**config.mk**
```make
export PLATFORM = sky130hd
export DESIGN_NAME = gige_lb_regs
export DESIGN_NICKNAME = d
export VERILOG_FILES = /design/src/rtl/gige_lb_regs_pkg.sv /design/src/rtl/gige_lb_regs_sync_edge.sv /design/src/rtl/gige_lb_regs.sv
export SDC_FILE = /design/constraint.sdc
export NUM_CORES = 1
export LEC_CHECK = 0
export ABC_AREA = 1
export CAP_MARGIN = 20
export CORE_UTILIZATION = 35
export CTS_CLUSTER_DIAMETER = 120
export CTS_CLUSTER_SIZE = 30
export DETAILED_ROUTE_END_ITERATION = 6
export DONT_BUFFER_PORTS = 1
export SLEW_MARGIN = 20
export SYNTH_ARGS = -nofsm -noshare
export SYNTH_HDL_FRONTEND = slang
export SYNTH_SLANG_ARGS = --single-unit
```
**constraint.sdc**
```tcl
create_clock -name lb_clk -period 2.1 [get_ports lb_clk]
set_input_delay 0.42 -clock lb_clk [delete_from_list [all_inputs] [get_ports lb_clk]]
set_output_delay 0.42 -clock lb_clk [all_outputs]
set_load 0.005 [all_outputs]
```
**src/rtl/gige_lb_regs_pkg.sv**
```systemverilog
// gige_lb_regs_pkg: register map, ctrl bit indices and status field positions
package gige_lb_regs_pkg;
    typedef logic [31:0] word_t;
    localparam logic [3:0] ADDR_ID      = 4'h0;
    localparam logic [3:0] ADDR_SCRATCH = 4'h1;
    localparam logic [3:0] ADDR_RX_CNT  = 4'h2;
    localparam logic [3:0] ADDR_TX_CNT  = 4'h3;
    localparam logic [3:0] ADDR_STATUS  = 4'h4;
    localparam logic [3:0] ADDR_UPTIME  = 4'h5;
    localparam logic [3:0] ADDR_CTRL    = 4'h6;
    localparam int CTRL_CLR_CNT  = 0;
    localparam int CTRL_CLR_UP   = 1;
    localparam int CTRL_W1C_CPLL = 2;
    localparam int CTRL_W1C_TX   = 3;
    localparam int CTRL_W1C_RX   = 4;
    localparam int ST_AN       = 0;
    localparam int ST_CPLL     = 7;
    localparam int ST_TXPLL    = 8;
    localparam int ST_RXPLL    = 9;
    localparam int ST_LOL_CPLL = 10;
    localparam int ST_LOL_TX   = 11;
    localparam int ST_LOL_RX   = 12;
endpackage

```
**src/rtl/gige_lb_regs_sync_edge.sv**
```systemverilog
// lb_sync_edge: 2-FF synchroniser with registered rise/fall pulses
module lb_sync_edge (
    input  logic clk,
    input  logic rst_n,
    input  logic d,
    output logic q,
    output logic rise,
    output logic fall
);
    logic s1, s3;
    always_ff @(posedge clk or negedge rst_n)
        if (!rst_n) begin
            s1   <= 1'b0;
            q    <= 1'b0;
            s3   <= 1'b0;
            rise <= 1'b0;
            fall <= 1'b0;
        end else begin
            s1   <= d;
            q    <= s1;
            s3   <= q;
            rise <= q & ~s3;
            fall <= ~q & s3;
        end
endmodule

```
**src/rtl/gige_lb_regs.sv**
```systemverilog
// gige_lb_regs: local-bus register slave with ID, scratch, frame counters, link status,
// uptime and an external read window; reads return after a 2-stage pipeline.
module gige_lb_regs
    import gige_lb_regs_pkg::*;
#(
    parameter int                LB_AW   = 24,
    parameter int                LB_DW   = 32,
    parameter logic [LB_DW-1:0]  ID_WORD = 32'h67696765,
    parameter int                EXT_BIT = LB_AW - 1
) (
    input  logic             lb_clk,
    input  logic             lb_rst_n,
    input  logic             lb_valid,
    input  logic             lb_rnw,
    input  logic [LB_AW-1:0] lb_addr,
    input  logic [LB_DW-1:0] lb_wdata,
    input  logic             lb_renable,
    output logic [LB_DW-1:0] lb_rdata,
    input  logic [LB_DW-1:0] ext_rdata,
    input  logic             rx_mon,
    input  logic             tx_mon,
    input  logic [6:0]       an_status,
    input  logic             cpll_locked,
    input  logic             txpll_locked,
    input  logic             rxpll_locked,
    output logic             lb_led
);
    logic rx_lvl, rx_rise, rx_fall, tx_lvl, tx_rise, tx_fall;
    logic cpll, cpll_rise, cpll_fall, txpll, txpll_rise, txpll_fall, rxpll, rxpll_rise, rxpll_fall;
    logic [6:0] an_m, an_s;
    logic [LB_DW-1:0] scratch, reg_data;
    logic [31:0] rx_cnt, tx_cnt, uptime, status;
    logic lol_cpll, lol_tx, lol_rx;
    logic wr, wr_ctrl, rd_pend, rd_ext;
    logic [3:0] rd_sel;
    logic unused;

    lb_sync_edge u_rx    (.clk(lb_clk), .rst_n(lb_rst_n), .d(rx_mon),       .q(rx_lvl), .rise(rx_rise),    .fall(rx_fall));
    lb_sync_edge u_tx    (.clk(lb_clk), .rst_n(lb_rst_n), .d(tx_mon),       .q(tx_lvl), .rise(tx_rise),    .fall(tx_fall));
    lb_sync_edge u_cpll  (.clk(lb_clk), .rst_n(lb_rst_n), .d(cpll_locked),  .q(cpll),   .rise(cpll_rise),  .fall(cpll_fall));
    lb_sync_edge u_txpll (.clk(lb_clk), .rst_n(lb_rst_n), .d(txpll_locked), .q(txpll),  .rise(txpll_rise), .fall(txpll_fall));
    lb_sync_edge u_rxpll (.clk(lb_clk), .rst_n(lb_rst_n), .d(rxpll_locked), .q(rxpll),  .rise(rxpll_rise), .fall(rxpll_fall));

    assign unused  = ^{lb_renable, lb_addr[EXT_BIT-1:4], rx_lvl, tx_lvl, rx_fall, tx_fall,
                       cpll_rise, txpll_rise, rxpll_rise};
    assign wr      = lb_valid & ~lb_rnw & ~lb_addr[EXT_BIT];
    assign wr_ctrl = wr & (lb_addr[3:0] == ADDR_CTRL);
    assign status  = {19'b0, lol_rx, lol_tx, lol_cpll, rxpll, txpll, cpll, an_s};

    // Clear beats a coincident increment; a coincident lock loss beats W1C.
    always_ff @(posedge lb_clk or negedge lb_rst_n)
        if (!lb_rst_n) begin
            an_m     <= '0;
            an_s     <= '0;
            scratch  <= '0;
            rx_cnt   <= '0;
            tx_cnt   <= '0;
            uptime   <= '0;
            lol_cpll <= 1'b0;
            lol_tx   <= 1'b0;
            lol_rx   <= 1'b0;
        end else begin
            an_m     <= an_status;
            an_s     <= an_m;
            if (wr && lb_addr[3:0] == ADDR_SCRATCH) scratch <= lb_wdata;
            rx_cnt   <= wr_ctrl && lb_wdata[CTRL_CLR_CNT] ? '0 : rx_cnt + 32'(rx_rise);
            tx_cnt   <= wr_ctrl && lb_wdata[CTRL_CLR_CNT] ? '0 : tx_cnt + 32'(tx_rise);
            uptime   <= wr_ctrl && lb_wdata[CTRL_CLR_UP] ? '0 : uptime + 32'd1;
            lol_cpll <= cpll_fall  | (lol_cpll & ~(wr_ctrl & lb_wdata[CTRL_W1C_CPLL]));
            lol_tx   <= txpll_fall | (lol_tx   & ~(wr_ctrl & lb_wdata[CTRL_W1C_TX]));
            lol_rx   <= rxpll_fall | (lol_rx   & ~(wr_ctrl & lb_wdata[CTRL_W1C_RX]));
        end

    always_comb begin
        reg_data = '0;
        case (rd_sel)
            ADDR_ID:      reg_data = ID_WORD;
            ADDR_SCRATCH: reg_data = scratch;
            ADDR_RX_CNT:  reg_data = LB_DW'(rx_cnt);
            ADDR_TX_CNT:  reg_data = LB_DW'(tx_cnt);
            ADDR_STATUS:  reg_data = LB_DW'(status);
            ADDR_UPTIME:  reg_data = LB_DW'(uptime);
            default:      reg_data = '0;
        endcase
    end

    always_ff @(posedge lb_clk or negedge lb_rst_n)
        if (!lb_rst_n) begin
            rd_pend  <= 1'b0;
            rd_ext   <= 1'b0;
            rd_sel   <= '0;
            lb_rdata <= '0;
            lb_led   <= 1'b0;
        end else begin
            rd_pend  <= lb_valid & lb_rnw;
            rd_ext   <= lb_addr[EXT_BIT];
            rd_sel   <= lb_addr[3:0];
            lb_led   <= rd_pend;
            if (rd_pend) lb_rdata <= rd_ext ? ext_rdata : reg_data;
        end
endmodule
```
**After elaboration in Yosys (flattened, before gate mapping)**

Cells that the tools add are included.

- Multipliers: 0
- Equal/unequal tests: 7
- Order comparisons: 0
- Shift operators: 0
- Muxes and demuxes: 5
- Reduce and logical (&&, ||, !) cells: 4
- Divide/modulo/power cells: 0
- Add/subtract/negate cells: 3
- Bitwise logic cells: 28

Operators by type and width:

| cell | count |
|---|---|
| $pmux 32 s6 | 1 |
| $mux 32 | 4 |
| $add 32x1->32 | 2 |
| $add 32x1->32 const B | 1 |
| $and 1x1->1 | 15 |
| $eq 4x3->1 const B | 3 |
| $not 1->1 | 10 |
| $eq 4x1->1 const B | 2 |
| $eq 4x2->1 const B | 2 |
| $logic_not 4->1 | 1 |
| $logic_and 1x1->1 | 3 |
| $or 1x1->1 | 3 |

- Bits in registers: 204
- Bits in writable memories: 0
- Logic and storage cells: 81
- Bits in read-only memories: 0
- Latch bits: 0
- Memories kept: 0
- Input port bits: 105

**Logic depth before layout (Yosys ltp)**

Gate-level depths: netlist of run 1.

- Depth in word-level cells: 8
- Gate-level depth with buffers: 11
- Gate-level depth less buffers: 10

**Cells and area by module**

From an unflattened synthesis of run 1, not the netlist that was laid out.

- Cell total of the unflattened synthesis: 1477
- Area total of the unflattened synthesis: 10752.8 sq um

Modules (own cells, without submodules):

| module | seq. area each (sq um) | area each (sq um) | times used | cells each |
|---|---|---|---|---|
| gige_lb_regs | 4604.4 | 10052.1 | 1 | 1432 |
| lb_sync_edge | 125.1 | 140.1 | 5 | 9 |

**Least setup slack after synthesis of run 1**

OpenSTA, ideal clock, no wires.

- Path kind: register to register
- Start point: register tx_cnt[0]
- End point: register tx_cnt[14]
- Setup time: 0.121 ns
- Slack: 0.537 ns
- Arrival time: 1.442 ns
- Clock period less this slack: 1.563 ns
- Required time: 1.979 ns
- Cell stages (with the launch flop): 9
- Path through: dfrtp_1 ha_1 ha_1 nand2_1 nor2_1 nand2_1 nor2_1 xnor2_1 nor2_1

- Word-level cells in the longest chain between the ends: 2

RTL lines:

| what | line | source |
|---|---|---|
| start: declaration | gige_lb_regs.sv:32 | `logic [31:0] rx_cnt, tx_cnt, uptime, status;` |
| start signal: assignment | gige_lb_regs.sv:67 | `tx_cnt <= wr_ctrl && lb_wdata[CTRL_CLR_CNT] ? '0 : tx_cnt + 32'(tx_rise);` |
| $add 32x1->32 | gige_lb_regs.sv:67 |  |
| $mux 32 | gige_lb_regs.sv:67 |  |

Every way passes these cells.
A chain may end at the register's enable or synchronous reset.

**Worst setup path in the final report of run 1**

- Start point: register tx_cnt[0]
- End point: register tx_cnt[20]

The elaborated chain is that of the path after synthesis.

==> flow_summary.toml, run 1 <==
[route]
route.detailed.drc = 0
vias = 9426
avgViaCountPerCell = 5.05
detail_route.iter0.violations = 736
wl_per_cell_um = 17.3
wirelength_um = 32300
first_pass_iters = 6
ant_nets = 0

[finish]
diodes = 0
drive_above_1_share = 0.0541
fin_cells = 1868
layout.nets = 1588
regArea_um2 = 5110
design_area_um2 = 11700
fillCellCount = 3170
syn2layout_area_growth_pct = 8.77
multi_input_area_um2 = 4790

[synthesis]
synth_compound_area_frac = 0.0852
synth-xor-area-share = 0.0212
syn-instance-count = 1469
synth.mux.area_fraction = 0
synth-seq-cells = 204
synth_top_area_frac = 0.476
synth_area_leaders = "dfrtp_1 48%, nand2_1 13%, nor2_1 11%, nand3_1 6.8%, inv_1 5.1%"
syn_area_per_cell_um2 = 7.30
synthAdderAreaFrac = 0.00583
synth.distinct_cells = 36
yosys_warnings = 0
synth-simple-area-share = 0.334
synth-seq-area-share = 0.476
synth_top_area_cell = "dfrtp_1"
async_flop_share = 1.00
syn_nets = 1579
synth_edf_count = 0
synthFlopType = "dfrtp_1"
synth_area_um2 = 10700
synth_top_family_by_area = "simple AND/OR/NAND/NOR gates"

[floorplanning]
initial_core_util = 0.359
die_height_um = 177
ios = 138
core.rowCount = 63
dieArea_um2 = 31300
core-area_um2 = 29900
die_w_um = 177

[place]
place_inst = 1838
dp_hpwl_um = 24600
place.gp.congestion = 0.924
port_buffers = 0
pre_cts_ws_ps = 215
dpl_cell_area_um2 = 11200

[grt]
met3_usage = 0.0299
grt_max_degree = 205
grt_overflow_total = 0
antenna_found_initial = 0
grt_busiest_layer = "met2"
gr-usage-met2 = 0.324
grt_pass1_wl_um = 49600
grt_pass1_vias = 8671
met1_usage = 0.292
grt_usage = 0.205

[status]
outcome = "complete, but fails checks"
violations = "hold timing"

[sta]
timing.final.ws_setup_ps = 142
fin_crit_sh = 0.933
clock_skew_ps = 42.9
max_freq_ghz = 0.511
hold_violations = 204
rsz0062_at_grt = "false"
worst_slew_margin_rel = 0.603
tns_ps = 0
worstMarginPinSlew_ps = 592
fin_crit_ps = 1960
finalMaxSlewViolations = 0
hold-worst-slack_ps = -384
setup_viol = 0

[power_and_ir_drop]
ir_drop_mv = 0.411
p_leak_uw = 0.00550
power.share.combinational = 0.165
powerDensity_nw_per_um2 = 756
internal-power_uw = 5970
switching_share = 0.323
power_frac_seq = 0.569
pwr-share-clk = 0.266
switchingPower_uw = 2850

[worst_setup_path]
critPathKind = "flip-flop to flip-flop"
rrSetupSlack_ps = 140
critPathLaunchType = "flip-flop"
arrival_ps = 2320
timing.rr.start = "tx_cnt[0]"
critPathMaxFanout = 4
r2r-end = "tx_cnt[20]"
worstPathRequired_ps = 2460
reg2reg_depth = 9
end_kind = "flip-flop"

[clock_network]
cts_tree = "yes"
hold_buffers = 17
cts.clk_slew.worst_paths_ps = 120
clk_path_buf_depth = 3
cts_sinks = 204
insertion_delay_ps = 470
htreeDepth = 1
cts-root-buf = "clkbuf_16"
cts_buffers = 11

[flow_run]
cap_violations = 0

[hold_path]
hold_class = "input port to asynchronous set/reset pin"
[worst max-delay path by stage]
stage               from          to  slack (ps)  cells past startpoint
2_1_floorplan  tx_cnt[0]  tx_cnt[14]         540                      8
3_3_place_gp   u_rx.rise  rx_cnt[20]         240                      9
3_5_place_dp   tx_cnt[0]  tx_cnt[30]         220                      8
4_1_cts        tx_cnt[0]  tx_cnt[30]         190                      8
5_1_grt        tx_cnt[0]  tx_cnt[30]          10                      8
6_report       tx_cnt[0]  tx_cnt[20]         140                      9
[cell usage in the layout (no fill, tap or decap), types with 2 or more instances in the layout]
cell type | netlist | layout
o21ai_1 | 2 | 2
nor3_1 | 14 | 14
a31oi_1 | 7 | 7
o21ai_0 | 61 | 61
nor2_1 | 307 | 307
inv_2 | 9 | 9
a21oi_2 | 10 | 10
dfrtp_1 | 204 | 203
clkbuf_16 | 0 | 11
nand3_2 | 6 | 6
xnor2_1 | 3 | 3
or2_2 | 2 | 2
nor2_4 | 3 | 3
buf_4 | 8 | 26
dlygate4sd3_1 | 0 | 17
nand4_1 | 14 | 14
nand2_1 | 361 | 361
a21oi_1 | 80 | 80
ha_1 | 5 | 5
inv_1 | 145 | 145
xor2_1 | 23 | 23
nand3_1 | 146 | 146
o211ai_1 | 2 | 2
o21ai_2 | 5 | 5
nand3b_1 | 3 | 3
[power groups by stage]
stage,logic (µW),registers [µW],clock network [µW]
after floorplan,1120,4870,0
after global placement,1390,5080,0
after detailed placement,1410,5090,0
after CTS,1450,5020,2440
after global routing,1690,5100,2550
final,1450,5020,2350
[synth_stat cells (5+ instances only)]
library cell  number
buf_4              8
a21oi_1           80
inv_1            145
nor3_1            14
buf_2             18
o21ai_0           61
a21oi_2           10
ha_1               5
nand4_1           14
clkbuf_1          19
a31oi_1            7
nand3_2            6
o21ai_2            5
xor2_1            23
nand3_1          146
nor2_1           307
nand2_1          361
dfrtp_1          204
inv_2              9
[flip-flops by register name, summed over array words and instances (netlist names), 4 cells and up]
signal / cells
rx_cnt: 32
an_m: 7
tx_cnt: 32
scratch: 32
rd_sel: 4
an_s: 7
lb_rdata: 32
uptime: 32
[routing by layer]
layer | routed length (µm) | up-vias
met2 | 14500 | 291
li1 | - | 4656
met1 | 14900 | 4439
met5 | 0 | -
met4 | 799 | 0
met3 | 2130 | 40
[worst max-delay path, cell delays in order, from the launching register on]
cell     delay (ps)
dfrtp_1         450
ha_1            220
ha_1            200
nand2_1          80
nor2_1          270
nand3_1         170
nor2_1          240
nand3_1         100
nand2_1          80
nor2_1           40
[cells by family (layout without fill, tap and decap cells)]
logic type / count (synthesis) / after routing
compound gates: 168 / 168
xor+xnor: 26 / 26
fa+ha+maj: 5 / 5
buf+inv: 203 / 212
flops: 204 / 204
simple gates: 863 / 863
[what timing repair did]
| action | CTS | global route |
|---|---|---|
| setup buffers | 0 | 0 |
| gates resized for setup | 0 | 1 |
| setup endpoints to repair | 0 | 1 |
| endpoints found under the hold margin | 221 | 204 |
[area by class of cell]
class                   instances  share of cell area
flip-flops and latches        204               0.438
multi-input cells            1062               0.411
inverters                     155              0.0499
well taps                     390              0.0418
repair buffers                 44              0.0330
clock buffers                  11              0.0236
clock inverters                 2             0.00332
[metrics by stage]
stage	util	total power (µW)
6_report	0.391	8820
5_1_grt	0.391	9350
4_1_cts	0.390	8910
2_1_floorplan	-	5990
3_5_place_dp	0.374	6510
3_3_place_gp	0.374	6470
Power figures use the tool's default switching activity.
==> run 2, diff against run 1 <==
--- a/config.mk
+++ b/config.mk
@@ -12,6 +12,8 @@
 export CTS_CLUSTER_SIZE = 30
 export DETAILED_ROUTE_END_ITERATION = 6
 export DONT_BUFFER_PORTS = 1
+export GPL_ROUTABILITY_DRIVEN = 0
+export HOLD_SLACK_MARGIN = 0.06
 export SLEW_MARGIN = 20
 export SYNTH_ARGS = -nofsm -noshare
 export SYNTH_HDL_FRONTEND = slang
==> run 2 against run 1 <==
- the run still ends with hold timing left
- final cell count barely moved
- worst hold slack better by 2.8 ps
- wire length fell by 2.4%
- power rose by 0.38%
- via count grew 0.14%
- clock skew fell by 16 ps
- sequential cell count unchanged
- sequential power is essentially flat
- die area unchanged
- utilization grew 0.096 points
- setup slack better by 54 ps
- design area up 0.25%
- critical path type unchanged
- critical endpoint is now lb_rdata[12]
- highest routed layer unchanged
==> flow_summary.toml, run 2 (synthesis results as in run 1) <==
[status]
outcome = "complete, but fails checks"
violations = "hold timing"

[finish]
final_cell_mix = "361 x nand2_1, 305 x nor2_1, 204 x dfrtp_1"
layout.nets = 1588
drive_above_1_share = 0.0521
multi_input_area_um2 = 4800
final_common_cell = "nand2_1"
syn2layout_area_growth_pct = 9.04
fillCellCount = 3138
regArea_um2 = 5100
diodes = 0
fin_cells = 1869

[power_and_ir_drop]
powerDensity_nw_per_um2 = 757
ir_drop_mv = 0.402
p_leak_uw = 0.00550

[clock_network]
cts_sinks = 204
clk_path_buf_depth = 3
insertion_delay_ps = 490
cts_tree = "yes"
hold_buffers = 22
htreeDepth = 1
cts-root-buf = "clkbuf_16"
cts.clk_slew.worst_paths_ps = 120
cts_buffers = 10

[worst_setup_path]
worstPathRequired_ps = 2460
critPathLaunchType = "flip-flop"
critPathKind = "flip-flop to flip-flop"
end_kind = "flip-flop"
arrival_ps = 2260
critPathMaxFanout = 12

[route]
avgViaCountPerCell = 5.05
wl_per_cell_um = 16.9
detail_route.iter0.violations = 832
route.detailed.drc = 0
wirelength_um = 31500
first_pass_iters = 5
ant_nets = 0
vias = 9439

[sta]
fin_crit_sh = 0.907
worstMarginPinSlew_ps = 576
clock_skew_ps = 27.4
tns_ps = 0
finalMaxSlewViolations = 0
setup_viol = 0
max_freq_ghz = 0.525
fin_crit_ps = 1900
rsz0062_at_grt = "false"
worst_slew_margin_rel = 0.616
hold-worst-slack_ps = -381
hold_violations = 204

[grt]
grt_max_degree = 205
grt_overflow_total = 0
antenna_found_initial = 0
grt_pass1_wl_um = 49400
grt_pass1_vias = 8890
grt_usage = 0.202

[hold_path]
hold_class = "input port to asynchronous set/reset pin"

[floorplanning]
die_w_um = 177
core.rowCount = 63
ios = 138
core-area_um2 = 29900
initial_core_util = 0.359
dieArea_um2 = 31300
die_height_um = 177

[place]
dp_hpwl_um = 24000
port_buffers = 0
place_inst = 1834

[flow_run]
cap_violations = 0
-- run 2: repair_timing --
action	in CTS	in global routing
endpoints found under the hold margin	226	204
buffers inserted	0	0
resized for setup	0	2
setup endpoints to repair	0	3
-- run 2: final timing paths --
path	startpoint	end	slack, ps	cells past startpoint
worst max-delay path	rd_sel[1]	lb_rdata[12]	200	8
worst min-delay path	lb_rst_n	lb_rdata[30]	-380	0
worst max register to register	rd_sel[1]	lb_rdata[12]	200	8
worst min register to register	an_m[5]	an_s[5]	350	0
max in group asynchronous	lb_rst_n	u_rx.rise	2140	0
min in group lb_clk	lb_rnw	rd_pend	60	2
-- run 2: report_power, final --
part	total, µW	switching, µW	leakage (µW)	internal [µW]
registers	5010	573	0.00238	4440
logic	1440	907	0.00296	536
clock network	2400	1290	0.000157	1110
-- run 2: through the flow --
| stage | utilization | cell area [µm²] | hold WS, ps | setup slack (ps) | power, µW |
|---|---|---|---|---|---|
| 5_1_grt | 0.391 | 11700 | -406 | 25.2 | 9380 |
| 2_1_floorplan | - | 10700 | 124 | 537 | 5990 |
| 6_report | 0.391 | 11700 | -381 | 196 | 8860 |
| 4_1_cts | 0.391 | 11700 | -402 | 160 | 8940 |
| 3_5_place_dp | 0.373 | 11200 | 135 | 191 | 6470 |
| 3_3_place_gp | 0.373 | 11200 | 138 | 231 | 6420 |
-- run 2: routing by layer --
layer  GRT usage  vias up  wire length (µm)  share of wire
met3      0.0376       46              2220          0.071
met2       0.323      307             14200           0.45
met1       0.277     4429             14200           0.45
li1            -     4657                 -              -
met4      0.0582        0               850          0.027
met5           0        -                 0              0
-- run 2: area by class of cell --
class,count,area share
multi-input cells,1062,0.410
well taps,390,0.0417
inverters,155,0.0497
clock buffers,12,0.0247
repair buffers,45,0.0347
clock inverters,1,0.00257
flip-flops and latches,204,0.437
-- run 2: critical path: stages (launching register included) --
cell     delay, ps
dfrtp_1        500
nand2_1        130
inv_2           50
nand2_2        250
inv_2          170
nand2_1         90
nand2_1        120
o21ai_0        340
a21oi_1        120
==> run 3, diff against run 2 <==
--- a/config.mk
+++ b/config.mk
@@ -8,7 +8,7 @@
 export ABC_AREA = 1
 export CAP_MARGIN = 20
 export CORE_UTILIZATION = 35
-export CTS_CLUSTER_DIAMETER = 120
+export CTS_CLUSTER_DIAMETER = 60
 export CTS_CLUSTER_SIZE = 30
 export DETAILED_ROUTE_END_ITERATION = 6
 export DONT_BUFFER_PORTS = 1
==> run 3 against run 2 <==
- the flow still finishes with violations (hold timing)
- clock skew grew 14 ps
- final cell count rose by 3.9%
- design area grew 8.7%
- wire length increased by 2.5%
- worst hold slack worse by 64 ps
- count of clock-buffer cells in the layout is 14 higher
- combinational power grew 4%
- critical path depth is 1 higher
- sequential power is essentially flat
- utilization rose by 3.4 points
- non-clock buffer count is 38 higher
- power increased by 28%
==> flow_summary.toml, run 3 (synthesis results as in run 1) <==
[finish]
layout.nets = 1642
drive_above_1_share = 0.0715
diodes = 0
final_cell_mix = "361 x nand2_1, 306 x nor2_1, 204 x dfrtp_1"
final_common_cell = "nand2_1"
syn2layout_area_growth_pct = 18.6

[floorplanning]
ios = 138
die_w_um = 177
core-area_um2 = 29900
die_height_um = 177
core.rowCount = 63
initial_core_util = 0.359
dieArea_um2 = 31300

[power_and_ir_drop]
internal-power_uw = 7570
power.share.combinational = 0.133
powerDensity_nw_per_um2 = 892
p_total_uw = 11300
p_leak_uw = 0.00597
pwr-share-clk = 0.425
switchingPower_uw = 3780
power_frac_seq = 0.442
switching_share = 0.333
ir_drop_mv = 0.680

[grt]
grt_pass1_wl_um = 50500
grt_max_degree = 205
grt_overflow_total = 0
grt_pass1_vias = 9270
antenna_found_initial = 0
grt_usage = 0.207

[worst_setup_path]
slowest_delay_ps = 390
critPathMostFrequentCell = "nor2_1"
end_kind = "flip-flop"
critPathMaxFanout = 4
critPathLaunchType = "flip-flop"
path_buf_inv = 0
critPathKind = "flip-flop to flip-flop"
worstPathRequired_ps = 2550
arrival_ps = 2350
cp_slowest_cell = "dfrtp_1"
cp_cell_sequence = "ha_1 > ha_1 > nand2_1 > nor2_1 > nand3_1 > nor2_1 > nand3_1 > nand2_1 > nor2_1"
critPathTopFamily = "simple AND/OR/NAND/NOR gates"

[route]
wl_per_cell_um = 16.6
wirelength_um = 32300
first_pass_iters = 5
vias = 9795
route.detailed.drc = 0
detail_route.iter0.violations = 827
avgViaCountPerCell = 5.04
ant_nets = 0

[sta]
rsz0062_at_grt = "false"
clock_skew_ps = 41.6
hold_violations = 204
worst_slew_margin_rel = 0.615
finalMaxSlewViolations = 0
hold-worst-slack_ps = -446
fin_crit_sh = 0.904
setup_viol = 0
tns_ps = 0
max_freq_ghz = 0.527
fin_crit_ps = 1900
worstMarginPinSlew_ps = 577

[flow_run]
cap_violations = 0

[clock_network]
cts_tree = "yes"
post_cts_buffers = 0
htreeDepth = 1
cts.clk_slew.worst_paths_ps = 80
hold_buffers = 60
insertion_delay_ps = 560
cts-root-buf = "clkbuf_16"
cts_buffers = 26
cts_sinks = 204
clk_path_buf_depth = 3

[hold_path]
hold_class = "input port to asynchronous set/reset pin"

[place]
dp_hpwl_um = 24000
port_buffers = 0

[status]
outcome = "complete, but fails checks"
violations = "hold timing"
[run 3: worst paths after layout]
kind	start	to	slack [ps]	depth (start not counted)
worst max-delay path	rx_cnt[0]	rx_cnt[20]	200	9
worst min-delay path	lb_rst_n	lb_rdata[30]	-450	0
worst max register to register	rx_cnt[0]	rx_cnt[20]	200	9
worst min register to register	an_m[5]	an_s[5]	320	0
max in group asynchronous	lb_rst_n	lb_rdata[29]	2090	0
min in group lb_clk	lb_wdata[2]	scratch[2]	70	2
[run 3: repair_timing]
| item | 4_1_cts | 5_1_grt |
|---|---|---|
| endpoints found under the setup margin | 0 | 2 |
| gates resized for setup | 0 | 1 |
| hold endpoints to repair | 263 | 204 |
[run 3: final cells by class]
cell class                 count  area, µm²
multi-input combinational   1062       4790
clock buffer                  26        651
timing repair buffer          83        786
clock inverter                22        313
inverter                     155        582
fill                        3039      17200
tap                          390        488
sequential                   204       5100
[run 3: per-layer routing]
metal,GRT usage,vias to the layer above,wire length (µm)
met5,0,-,0
met4,0.0776,0,1200
met3,0.0361,63,2320
met2,0.330,349,14500
met1,0.279,4591,14300
li1,-,4792,-
[run 3: power groups by stage]
stage / Clock, µW / Combinational (µW) / Sequential, µW
after floorplan: 0 / 1120 / 4870
after global placement: 0 / 1360 / 5060
after detailed placement: 0 / 1390 / 5080
after CTS: 4930 / 1500 / 5010
after global routing: 5090 / 1740 / 5100
final: 4820 / 1500 / 5020
[run 3: through the flow]
step	instances	setup WS (ps)	util	hold WS, ps	cell area, µm²
floorplan	1469	537	-	124	10700
finish	1942	202	0.426	-446	12700
global route	1942	14.3	0.426	-462	12700
detailed placement	1834	191	0.373	135	11200
CTS	1942	146	0.426	-459	12700
global placement	1834	231	0.373	138	11200
